## config.mk

```make
export PLATFORM = sky130hd
export DESIGN_NAME = alu_pipe_flat
export DESIGN_NICKNAME = d
export VERILOG_FILES = /design/src/rtl/alu_pipe_if.sv /design/src/rtl/alu_pipe.sv /design/src/flat_wrapper.sv
export SDC_FILE = /design/constraint.sdc
export NUM_CORES = 1
export LEC_CHECK = 0
export BUFFER_PORTS_ARGS = -buffer_cell sky130_fd_sc_hd__clkbuf_2
export CAP_MARGIN = 20
export CORE_MARGIN = 3
export CORE_UTILIZATION = 35
export CTS_CLUSTER_DIAMETER = 50
export DETAILED_ROUTE_END_ITERATION = 8
export PLACE_DENSITY = 0.49
export REMOVE_ABC_BUFFERS = 1
export SLEW_MARGIN = 20
export SYNTH_ARGS = -nofsm -noshare
export SYNTH_HDL_FRONTEND = slang
export SYNTH_SLANG_ARGS = --single-unit
export TNS_END_PERCENT = 30
```

## constraint.sdc

```tcl
create_clock -name clk -period 3.15 [get_ports clk]
set_input_delay 0.1575 -clock clk [delete_from_list [all_inputs] [get_ports clk]]
set_output_delay 0.1575 -clock clk [all_outputs]
set_load 0.01 [all_outputs]
```

## src/rtl/alu_pipe_if.sv

```systemverilog
// Handshake bundle for alu_pipe: operation request side and result side.
// The slave modport is the ALU; the master modport is the issuing/consuming logic.
interface alu_pipe_if #(
  parameter int unsigned WIDTH = 8,
  parameter int unsigned SHW   = $clog2(WIDTH)
);
  logic             in_valid;
  logic             in_ready;
  logic [3:0]       fun_sel;
  logic [WIDTH-1:0] a;
  logic [WIDTH-1:0] b;
  logic [SHW-1:0]   shamt;
  logic             flag_clr;
  logic             out_valid;
  logic             out_ready;
  logic [WIDTH-1:0] out_alu;
  logic [3:0]       flags;

  modport master (
    output in_valid, fun_sel, a, b, shamt, flag_clr, out_ready,
    input  in_ready, out_valid, out_alu, flags
  );

  modport slave (
    input  in_valid, fun_sel, a, b, shamt, flag_clr, out_ready,
    output in_ready, out_valid, out_alu, flags
  );
endinterface

```

## src/rtl/alu_pipe.sv

```systemverilog
// Registered, handshaked ALU with multi-cycle shift/rotate-by-N.
// Flags are {Z,C,N,O} on bits [3:0].
// Optional feature: define ALU_PIPE_SAT_EN to saturate add/sub on signed overflow;
// left undefined, add/sub results wrap modulo 2^WIDTH.
module alu_pipe #(
  parameter int unsigned WIDTH = 8,
  parameter int unsigned SHW   = $clog2(WIDTH)
) (
  input logic       clk,
  input logic       rst_n,
  alu_pipe_if.slave bus
);

  localparam logic [3:0] OpA   = 4'b0000;
  localparam logic [3:0] OpB   = 4'b0001;
  localparam logic [3:0] OpNa  = 4'b0010;
  localparam logic [3:0] OpNb  = 4'b0011;
  localparam logic [3:0] OpAdd = 4'b0100;
  localparam logic [3:0] OpSub = 4'b0101;
  localparam logic [3:0] OpCmp = 4'b0110;
  localparam logic [3:0] OpAnd = 4'b0111;
  localparam logic [3:0] OpOr  = 4'b1000;
  localparam logic [3:0] OpNnd = 4'b1001;
  localparam logic [3:0] OpXor = 4'b1010;
  localparam logic [3:0] OpLsl = 4'b1011;
  localparam logic [3:0] OpLsr = 4'b1100;
  localparam logic [3:0] OpAsl = 4'b1101;
  localparam logic [3:0] OpAsr = 4'b1110;
  localparam logic [3:0] OpCsr = 4'b1111;

`ifdef ALU_PIPE_SAT_EN
  localparam logic [WIDTH-1:0] SatMax = {1'b0, {(WIDTH-1){1'b1}}};
  localparam logic [WIDTH-1:0] SatMin = {1'b1, {(WIDTH-1){1'b0}}};
`endif

  typedef enum logic [0:0] {StIdle, StShift} state_e;

  state_e           state_q, state_d;
  logic [SHW-1:0]   cnt_q, cnt_d;
  logic [WIDTH-1:0] work_q, work_d;
  logic             wc_q, wc_d;     // working carry for shifts/rotate
  logic             wo_q, wo_d;     // sticky sign-change for ASL
  logic [3:0]       op_q, op_d;
  logic [WIDTH-1:0] out_alu_q, out_alu_d;
  logic [3:0]       flags_q, flags_d;
  logic             out_valid_q, out_valid_d;

  logic             in_ready;
  logic             accept;
  logic             is_shift;

  logic [WIDTH:0]   sum, diff;
  logic [WIDTH-1:0] alu_res;
  logic             alu_c, alu_o, alu_wc, alu_wo;

  logic [WIDTH-1:0] step_w;
  logic             step_c, step_o;

  logic [WIDTH-1:0] fin_res;
  logic             fin_c, fin_o, fin_wc, fin_wo;
  logic [3:0]       flags_fin;

  assign in_ready = (state_q == StIdle) && (!out_valid_q || bus.out_ready);
  assign accept   = bus.in_valid && in_ready;
  assign is_shift = (bus.fun_sel >= OpLsl);

  assign bus.in_ready  = in_ready;
  assign bus.out_valid = out_valid_q;
  assign bus.out_alu   = out_alu_q;
  assign bus.flags     = flags_q;

  // Single-cycle datapath; shift codes fall to the default (shamt=0 passes a).
  always_comb begin
    sum     = {1'b0, bus.a} + {1'b0, bus.b} + {{WIDTH{1'b0}}, flags_q[2]};
    diff    = {1'b0, bus.a} - {1'b0, bus.b};
    alu_res = bus.a;
    alu_c   = 1'b0;
    alu_o   = 1'b0;
    alu_wc  = 1'b0;
    alu_wo  = 1'b0;
    case (bus.fun_sel)
      OpA:  alu_res = bus.a;
      OpB:  alu_res = bus.b;
      OpNa: alu_res = ~bus.a;
      OpNb: alu_res = ~bus.b;
      OpAdd: begin
        alu_res = sum[WIDTH-1:0];
        alu_c   = sum[WIDTH];
        alu_o   = (bus.a[WIDTH-1] == bus.b[WIDTH-1]) && (sum[WIDTH-1] != bus.a[WIDTH-1]);
        alu_wc  = 1'b1;
        alu_wo  = 1'b1;
`ifdef ALU_PIPE_SAT_EN
        if (alu_o) alu_res = bus.a[WIDTH-1] ? SatMin : SatMax;
`endif
      end
      OpSub: begin
        alu_res = diff[WIDTH-1:0];
        alu_c   = diff[WIDTH];
        alu_o   = (bus.a[WIDTH-1] != bus.b[WIDTH-1]) && (diff[WIDTH-1] != bus.a[WIDTH-1]);
        alu_wc  = 1'b1;
        alu_wo  = 1'b1;
`ifdef ALU_PIPE_SAT_EN
        if (alu_o) alu_res = bus.a[WIDTH-1] ? SatMin : SatMax;
`endif
      end
      OpCmp: begin
        alu_res = diff[WIDTH] ? bus.a : '0;
        alu_c   = diff[WIDTH];
        alu_wc  = 1'b1;
      end
      OpAnd: alu_res = bus.a & bus.b;
      OpOr:  alu_res = bus.a | bus.b;
      OpNnd: alu_res = ~(bus.a & bus.b);
      OpXor: alu_res = bus.a ^ bus.b;
      default: alu_res = bus.a;
    endcase
  end

  // One single-bit step of the latched shift/rotate op on the working register.
  always_comb begin
    step_w = work_q;
    step_c = wc_q;
    step_o = wo_q;
    case (op_q)
      OpLsl: begin
        step_c = work_q[WIDTH-1];
        step_w = {work_q[WIDTH-2:0], 1'b0};
      end
      OpLsr: begin
        step_c = work_q[0];
        step_w = {1'b0, work_q[WIDTH-1:1]};
      end
      OpAsl: begin
        step_w = {work_q[WIDTH-2:0], 1'b0};
        step_o = wo_q | (work_q[WIDTH-1] ^ work_q[WIDTH-2]);
      end
      OpAsr: step_w = {work_q[WIDTH-1], work_q[WIDTH-1:1]};
      OpCsr: begin
        step_w = {wc_q, work_q[WIDTH-1:1]};
        step_c = work_q[0];
      end
      default: step_w = work_q;
    endcase
  end

  // Flags as they would be written if an op completes at this edge.
  always_comb begin
    if (state_q == StShift) begin
      fin_res = step_w;
      fin_c   = step_c;
      fin_o   = step_o;
      fin_wc  = op_q inside {OpLsl, OpLsr, OpCsr};
      fin_wo  = (op_q == OpAsl);
    end else begin
      fin_res = alu_res;
      fin_c   = alu_c;
      fin_o   = alu_o;
      fin_wc  = alu_wc;
      fin_wo  = alu_wo;
    end
    // Clear applies first so completion values win only on the bits the op owns.
    flags_fin    = bus.flag_clr ? 4'b0000 : flags_q;
    flags_fin[3] = (fin_res == '0);
    flags_fin[1] = fin_res[WIDTH-1];
    if (fin_wc) flags_fin[2] = fin_c;
    if (fin_wo) flags_fin[0] = fin_o;
  end

  // Next-state: accept/complete in IDLE, step and count down in SHIFT.
  always_comb begin
    state_d     = state_q;
    cnt_d       = cnt_q;
    work_d      = work_q;
    wc_d        = wc_q;
    wo_d        = wo_q;
    op_d        = op_q;
    out_alu_d   = out_alu_q;
    out_valid_d = out_valid_q;
    flags_d     = bus.flag_clr ? 4'b0000 : flags_q;
    if (out_valid_q && bus.out_ready) out_valid_d = 1'b0;
    unique case (state_q)
      StIdle: begin
        if (accept) begin
          if (is_shift && (bus.shamt != '0)) begin
            state_d = StShift;
            cnt_d   = bus.shamt;
            work_d  = bus.a;
            wc_d    = flags_q[2];
            wo_d    = 1'b0;
            op_d    = bus.fun_sel;
          end else begin
            out_alu_d   = alu_res;
            out_valid_d = 1'b1;
            flags_d     = flags_fin;
          end
        end
      end
      StShift: begin
        work_d = step_w;
        wc_d   = step_c;
        wo_d   = step_o;
        cnt_d  = cnt_q - 1'b1;
        if (cnt_q == SHW'(1)) begin
          state_d     = StIdle;
          out_alu_d   = step_w;
          out_valid_d = 1'b1;
          flags_d     = flags_fin;
        end
      end
    endcase
  end

  // State registers with asynchronous clear.
  always_ff @(posedge clk or negedge rst_n) begin
    if (!rst_n) begin
      state_q     <= StIdle;
      cnt_q       <= '0;
      work_q      <= '0;
      wc_q        <= 1'b0;
      wo_q        <= 1'b0;
      op_q        <= 4'b0000;
      out_alu_q   <= '0;
      flags_q     <= 4'b0000;
      out_valid_q <= 1'b0;
    end else begin
      state_q     <= state_d;
      cnt_q       <= cnt_d;
      work_q      <= work_d;
      wc_q        <= wc_d;
      wo_q        <= wo_d;
      op_q        <= op_d;
      out_alu_q   <= out_alu_d;
      flags_q     <= flags_d;
      out_valid_q <= out_valid_d;
    end
  end

endmodule

```

## src/flat_wrapper.sv

```systemverilog
// flat-port wrapper written by rule: the top's interface ports become plain ports
module alu_pipe_flat 
#(
  parameter int unsigned WIDTH = 8,
  parameter int unsigned SHW   = $clog2(WIDTH)
)
  (clk, rst_n, bus_in_valid, bus_fun_sel, bus_a, bus_b, bus_shamt, bus_flag_clr, bus_out_ready, bus_in_ready, bus_out_valid, bus_out_alu, bus_flags);
  alu_pipe_if #(.WIDTH(WIDTH), .SHW(SHW)) bus_i ();
  input logic clk;
  input logic rst_n;
  input wire logic [$bits(bus_i.in_valid)-1:0] bus_in_valid;
  input wire logic [$bits(bus_i.fun_sel)-1:0] bus_fun_sel;
  input wire logic [$bits(bus_i.a)-1:0] bus_a;
  input wire logic [$bits(bus_i.b)-1:0] bus_b;
  input wire logic [$bits(bus_i.shamt)-1:0] bus_shamt;
  input wire logic [$bits(bus_i.flag_clr)-1:0] bus_flag_clr;
  input wire logic [$bits(bus_i.out_ready)-1:0] bus_out_ready;
  output wire logic [$bits(bus_i.in_ready)-1:0] bus_in_ready;
  output wire logic [$bits(bus_i.out_valid)-1:0] bus_out_valid;
  output wire logic [$bits(bus_i.out_alu)-1:0] bus_out_alu;
  output wire logic [$bits(bus_i.flags)-1:0] bus_flags;
  assign bus_i.in_valid = bus_in_valid;
  assign bus_i.fun_sel = bus_fun_sel;
  assign bus_i.a = bus_a;
  assign bus_i.b = bus_b;
  assign bus_i.shamt = bus_shamt;
  assign bus_i.flag_clr = bus_flag_clr;
  assign bus_i.out_ready = bus_out_ready;
  assign bus_in_ready = bus_i.in_ready;
  assign bus_out_valid = bus_i.out_valid;
  assign bus_out_alu = bus_i.out_alu;
  assign bus_flags = bus_i.flags;
  alu_pipe #(.WIDTH(WIDTH), .SHW(SHW)) u_core (.clk(clk), .rst_n(rst_n), .bus(bus_i));
endmodule
```

# Yosys cells after proc, flatten, opt, wreduce, memory -nomap -nowiden
# Index checks and enable logic that the tools add are counted.
# classes
add_sub_neg	4
magnitude_cmp	1
eq_ne	24
muxes	46
bitwise	9
n_reduce_logical	19
# ops
cell	count
$pmux W8 S10	1
$mux W8	7
$eq A4 B4 Y1 const B	8
$pmux W8 S2	2
$pmux W8 S4	1
$not A8 Y8	3
$mux W1	20
$eq A4 B3 Y1 const B	4
$mux W4	4
$pmux W1 S2	7
$add A8 B8 Y9	1
$add A9 B1 Y9	1
$sub A8 B8 Y9	1
$and A8 B8 Y8	1
$eq A4 B2 Y1 const B	2
$logic_not A8 Y1	1
$or A8 B8 Y8	1
$pmux W4 S2	1
$reduce_or A2 Y1	4
$xor A8 B8 Y8	1
$logic_and A1 B1 Y1	6
$mux W3	2
$ne A2 B2 Y1 const B	3
$pmux W3 S2	1
other kinds (16)	20
# totals
reg_bits	31
input_bits	28
output_inout_bits	14

# Longest topological paths before layout
# logic_depth
depth_word	10
depth_mapped	11
mapped_depth_nobuf	11

# Least setup slack after synthesis
# Ideal clock, no wire load.
# synth_path
kind	register to register
start	register u_core.flags_q[2], in the netlist u_core.bus.flags[2]
end	register u_core.flags_q[3], in the netlist u_core.bus.flags[3]
arrival_ps	2212
required_time_ps	3030
setup_slack_ps	819
stages_incl_launch_ff	10
n_path_buf	0
synth_period_minus_slack_ps	2331
cell_sequence	dfrtp_1 -> fa_1 -> a21o_1 -> and4_1 -> o31ai_4 -> xnor2_1 -> nor3_2 -> nor4_4 -> nor3b_2 -> a31o_1
# synth_between
elab_chain_cells	7
# synth_lines
item	line_no	rtl
start, declared	alu_pipe.sv:45	logic [3:0] flags_q, flags_d;
start signal, assigned	alu_pipe.sv:233	flags_q <= flags_d;
$add A9 B1 Y9 (*)	alu_pipe.sv:74	sum = {1'b0, bus.a} + {1'b0, bus.b} + {{WIDTH{1'b0}}, flags_q[2]};
$pmux W8 S10 (*)	alu_pipe.sv:81	case (bus.fun_sel)
$mux W8 (*)	alu_pipe.sv:148	if (state_q == StShift) begin
$logic_not A8 Y1 (*)	alu_pipe.sv:163	flags_fin[3] = (fin_res == '0);
$mux W4	alu_pipe.sv:184	if (is_shift && (bus.shamt != '0)) begin
$mux W4	alu_pipe.sv:183	if (accept) begin
$pmux W4 S2 (*)	alu_pipe.sv:181	unique case (state_q)
named net u_core.flags_d[3]	alu_pipe.sv:45	
# Mark *: on every way through the listed nets, which the timed path passes. The rest lies on a longest branch.
# A chain may end at the register's enable or synchronous reset.

# Worst setup path in the final report
# Ends and elaborated chain as after synthesis.

==> impl_metrics.env <==
export IMPL_clock_tree_htree_level_count=2
export IMPL_avgSynthCellArea_um2=8.08
export IMPL_netlist_area_leader_share=0.222
export IMPL_setup_viol=0
export IMPL_min_from="bus_shamt[2]"
export IMPL_crit_path_start="u_core.bus.flags[2]"
export IMPL_seq_area_um2=776
export IMPL_clk_latency_ns=0.29
export IMPL_initial_antenna_violation_count=0
export IMPL_route_detailed_wl_per_inst_um=19.5
export IMPL_period_share=0.917
export IMPL_timing_rr_end="u_core.bus.flags[3]"
export IMPL_place_congestion=0.945
export IMPL_regToRegStartpoint="u_core.bus.flags[2]"
export IMPL_cp_slowest_stage_delay_ns=0.57
export IMPL_report_final_slew_viol_count=0
export IMPL_grt_use_total=0.207
export IMPL_type_of_the_tightest_min_delay_check="input pin to flip-flop"
export IMPL_power_per_cell_area_nw_per_um2=655
export IMPL_hold_end="u_core.cnt_q[2]"
export IMPL_grt_util_met2=0.328
export IMPL_hold_path_depth=3
export IMPL_cpMostUsedCell="sky130_fd_sc_hd__fa_1"
export IMPL_rsz0062_at_grt="no"
export IMPL_num_rows=35
export IMPL_run_status="finished, final reports clean"
export IMPL_path_class="flip-flop to flip-flop"
export IMPL_footprint_of_the_multi_input_gates_um2=2430
export IMPL_die_area_um2=11200
export IMPL_synth_area_top_cells="sky130_fd_sc_hd__dfrtp_1, sky130_fd_sc_hd__ha_1, sky130_fd_sc_hd__a21oi_1"
export IMPL_hold_viol_final=0
export IMPL_seq_area_frac_synth=0.222
export IMPL_synth_warnings=0
export IMPL_yosysMostFrequentCell="sky130_fd_sc_hd__a21oi_1"
export IMPL_floorplan_initialDensity=0.369
export IMPL_clock_fmax_ghz=0.346
export IMPL_die_h_um=106
export IMPL_timing_max_cap_violations=0
export IMPL_insertedDiodeCount=0
export IMPL_post_place_cells=584
export IMPL_timing_reg2reg_worst_path_depth=10
export IMPL_static_power_due_to_leakage_nw=1.65
export IMPL_asyncSetResetFlopFracSynth=1.00
export IMPL_portBuffers=41
export IMPL_grt_use_met1=0.280
export IMPL_route_detailed_drc=0
export IMPL_synth_distinct_cells=79
export IMPL_syn_to_final_growth_pct=11.0
export IMPL_overflow=0
export IMPL_tritoncts_clock_tree="built"
export IMPL_setup_reg_to_reg_worst_slack_ns=0.26
export IMPL_timing_critical_path_cells="fa_1 -> inv_1 -> fa_1 -> o21ai_1 -> mux2i_1 -> xor2_1 -> nor2_1 -> nor4_1 -> and4_1 -> a31o_1"
export IMPL_netlist_area_um2=3490
export IMPL_numClockSinks=31
export IMPL_ys_seq_elements=31
export IMPL_cp_slowest_cell="sky130_fd_sc_hd__nor4_1"
export IMPL_post_cts_repair_setup_buffers=0
export IMPL_final_layout_size_suffix_gt1_frac=0.185
export IMPL_end_kind="flip-flop"
export IMPL_synth_area_leader_cell="sky130_fd_sc_hd__dfrtp_1"
export IMPL_cp_required_ns=3.38
export IMPL_critical_path_peak_fanout=4
export IMPL_syn_inst=432
export IMPL_nFillCells=1012
export IMPL_ant_nets=0
export IMPL_tightestPinTransition_ns=0.786
export IMPL_setup_tns_final_ns=0
export IMPL_post_layout_nonfiller_instances=593
export IMPL_finalCoreUtilization=0.410
export IMPL_timing_critical_path_from_type="flip-flop"
export IMPL_global_route_usage_met3=0.0282
export IMPL_drt_total_wl_um=11500
export IMPL_worst_clock_skew_ns=0.0102
export IMPL_cts_max_path_buffers=2
export IMPL_grt_pass1_wl_um=18400
export IMPL_drt_pass1_iter_count=5
export IMPL_clk_transition_reported_paths_ns=0.07
export IMPL_grt_pass1_vias=3472
export IMPL_vias=3460
export IMPL_netlist_top_cells_count="sky130_fd_sc_hd__a21oi_1, sky130_fd_sc_hd__nand2_1, sky130_fd_sc_hd__nor2_1"
export IMPL_cts_buffers=5
export IMPL_floorplan_core_area_um2=9460
export IMPL_grt_busiest_layer="met2"
export IMPL_worstPathArrival_ns=3.11
export IMPL_drt_iter0_drc=263
export IMPL_die_x_um=106
export IMPL_finalWorstPathRequiredPeriod_ns=2.89
export IMPL_ir_worst_vdd_mv=0.227
export IMPL_clock_root_buffer="sky130_fd_sc_hd__clkbuf_8"
export IMPL_max_slew_margin=0.476
export IMPL_finish_net_count=523
export IMPL_ios=42
export IMPL_avgViaCountPerCell=5.83
export IMPL_synth_enable_flop_cells=0
export IMPL_grt_start_max_net_pins=32
export IMPL_most_common_flop_cell_mapped_by_yosys="sky130_fd_sc_hd__dfrtp_1"
export IMPL_place_detailed_hpwl_um=8990
## where the power goes
group          leakage (nW)  switching (W)  internal [W]
clock network        0.0612       0.000159      0.000256
registers             0.374       0.000172      0.000574
logic                  1.22       0.000831      0.000547
## area by class of cell
class	count	share of cell area
tap	129	0.0416
timing repair buffer	51	0.0729
clock inverter	2	0.00904
inverter	30	0.0290
sequential	31	0.200
clock buffer	6	0.0213
multi-input combinational	344	0.626
## through the flow
step           instance area [µm²]  total power [W]  hold WS [ns]  worst slack, ns
2_1_floorplan                 3310          0.00163        -0.138            0.808
3_3_place_gp                  3740          0.00213         0.283            0.176
5_1_grt                       3880          0.00275         0.150            0.117
6_report                      3880          0.00254         0.141            0.262
4_1_cts                       3870          0.00254         0.127            0.162
3_5_place_dp                  3740          0.00211         0.284            0.174
## routing by layer
layer / routed length (µm) / share of wire / vias to the layer above
met2: 5220 / 0.45 / 100
li1: - / - / 1656
met5: 0 / 0 / -
met1: 5300 / 0.46 / 1675
met4: 475 / 0.041 / 0
met3: 540 / 0.047 / 29
## critical path, delay by kind of cell (launching register included)
family                     cells  cell delay [ns]
buffers and inverters          1             0.06
adders and majority gates      2             0.67
DFF                            1             0.46
AOI/OAI and AO/OA              2             0.42
xor gates and xnor gates       1             0.18
muxes                          1             0.13
and+or+nand+nor                3             0.91
## cell families (layout without fill, tap and decap cells)
family | Yosys count | in the layout | synth area share
xor gates and xnor gates | 8 | 8 | 0.0201
and+or+nand+nor | 143 | 143 | 0.223
adders and majority gates | 32 | 32 | 0.121
buffers and inverters | 57 | 89 | 0.0846
DFF | 31 | 31 | 0.222
AOI/OAI and AO/OA | 156 | 156 | 0.314
muxes | 5 | 5 | 0.0147
## repair_timing
item	CTS	global route
hold buffers	1	0
setup endpoints to repair	0	2
resized for setup	0	1
endpoints found under the hold margin	31	0
## layout by cell type, fill, tap and decap left out, types with 8 or more instances in the layout
cell / netlist / routed
sky130_fd_sc_hd__clkbuf_2: 0 / 41
sky130_fd_sc_hd__a21oi_1: 40 / 40
sky130_fd_sc_hd__nand2_1: 33 / 33
sky130_fd_sc_hd__nor2_1: 33 / 33
sky130_fd_sc_hd__dfrtp_1: 31 / 31
sky130_fd_sc_hd__ha_1: 29 / 29
sky130_fd_sc_hd__inv_1: 28 / 28
sky130_fd_sc_hd__o21ai_0: 27 / 27
sky130_fd_sc_hd__nor3_1: 17 / 17
sky130_fd_sc_hd__nand3_1: 9 / 9
sky130_fd_sc_hd__buf_4: 5 / 9
sky130_fd_sc_hd__nor2b_1: 8 / 8
sky130_fd_sc_hd__o22ai_1: 8 / 8
sky130_fd_sc_hd__a31oi_1: 8 / 8
## state kept, by name, summed over array words and instances, names as in the netlist
| name | cells |
|---|---|
| u_core.bus.out_alu | 8 |
| u_core.wc_q | 1 |
| u_core.bus.flags | 4 |
| u_core.bus.out_valid | 1 |
| u_core.cnt_q | 3 |
| u_core.work_q | 8 |
| u_core.state_q | 1 |
| u_core.op_q | 4 |
| u_core.wo_q | 1 |
## worst max-delay path by stage
stage	endpoint	cells after the start	slack, ns
floorplan	u_core.bus.out_alu[6]	10	0.81
global placement	u_core.bus.out_alu[6]	10	0.18
detailed placement	u_core.bus.out_alu[6]	10	0.17
CTS	u_core.bus.out_alu[6]	10	0.16
global route	u_core.bus.flags[3]	10	0.12
finish	u_core.bus.flags[3]	10	0.26
No activity file was read; power rests on OpenSTA's default activity.
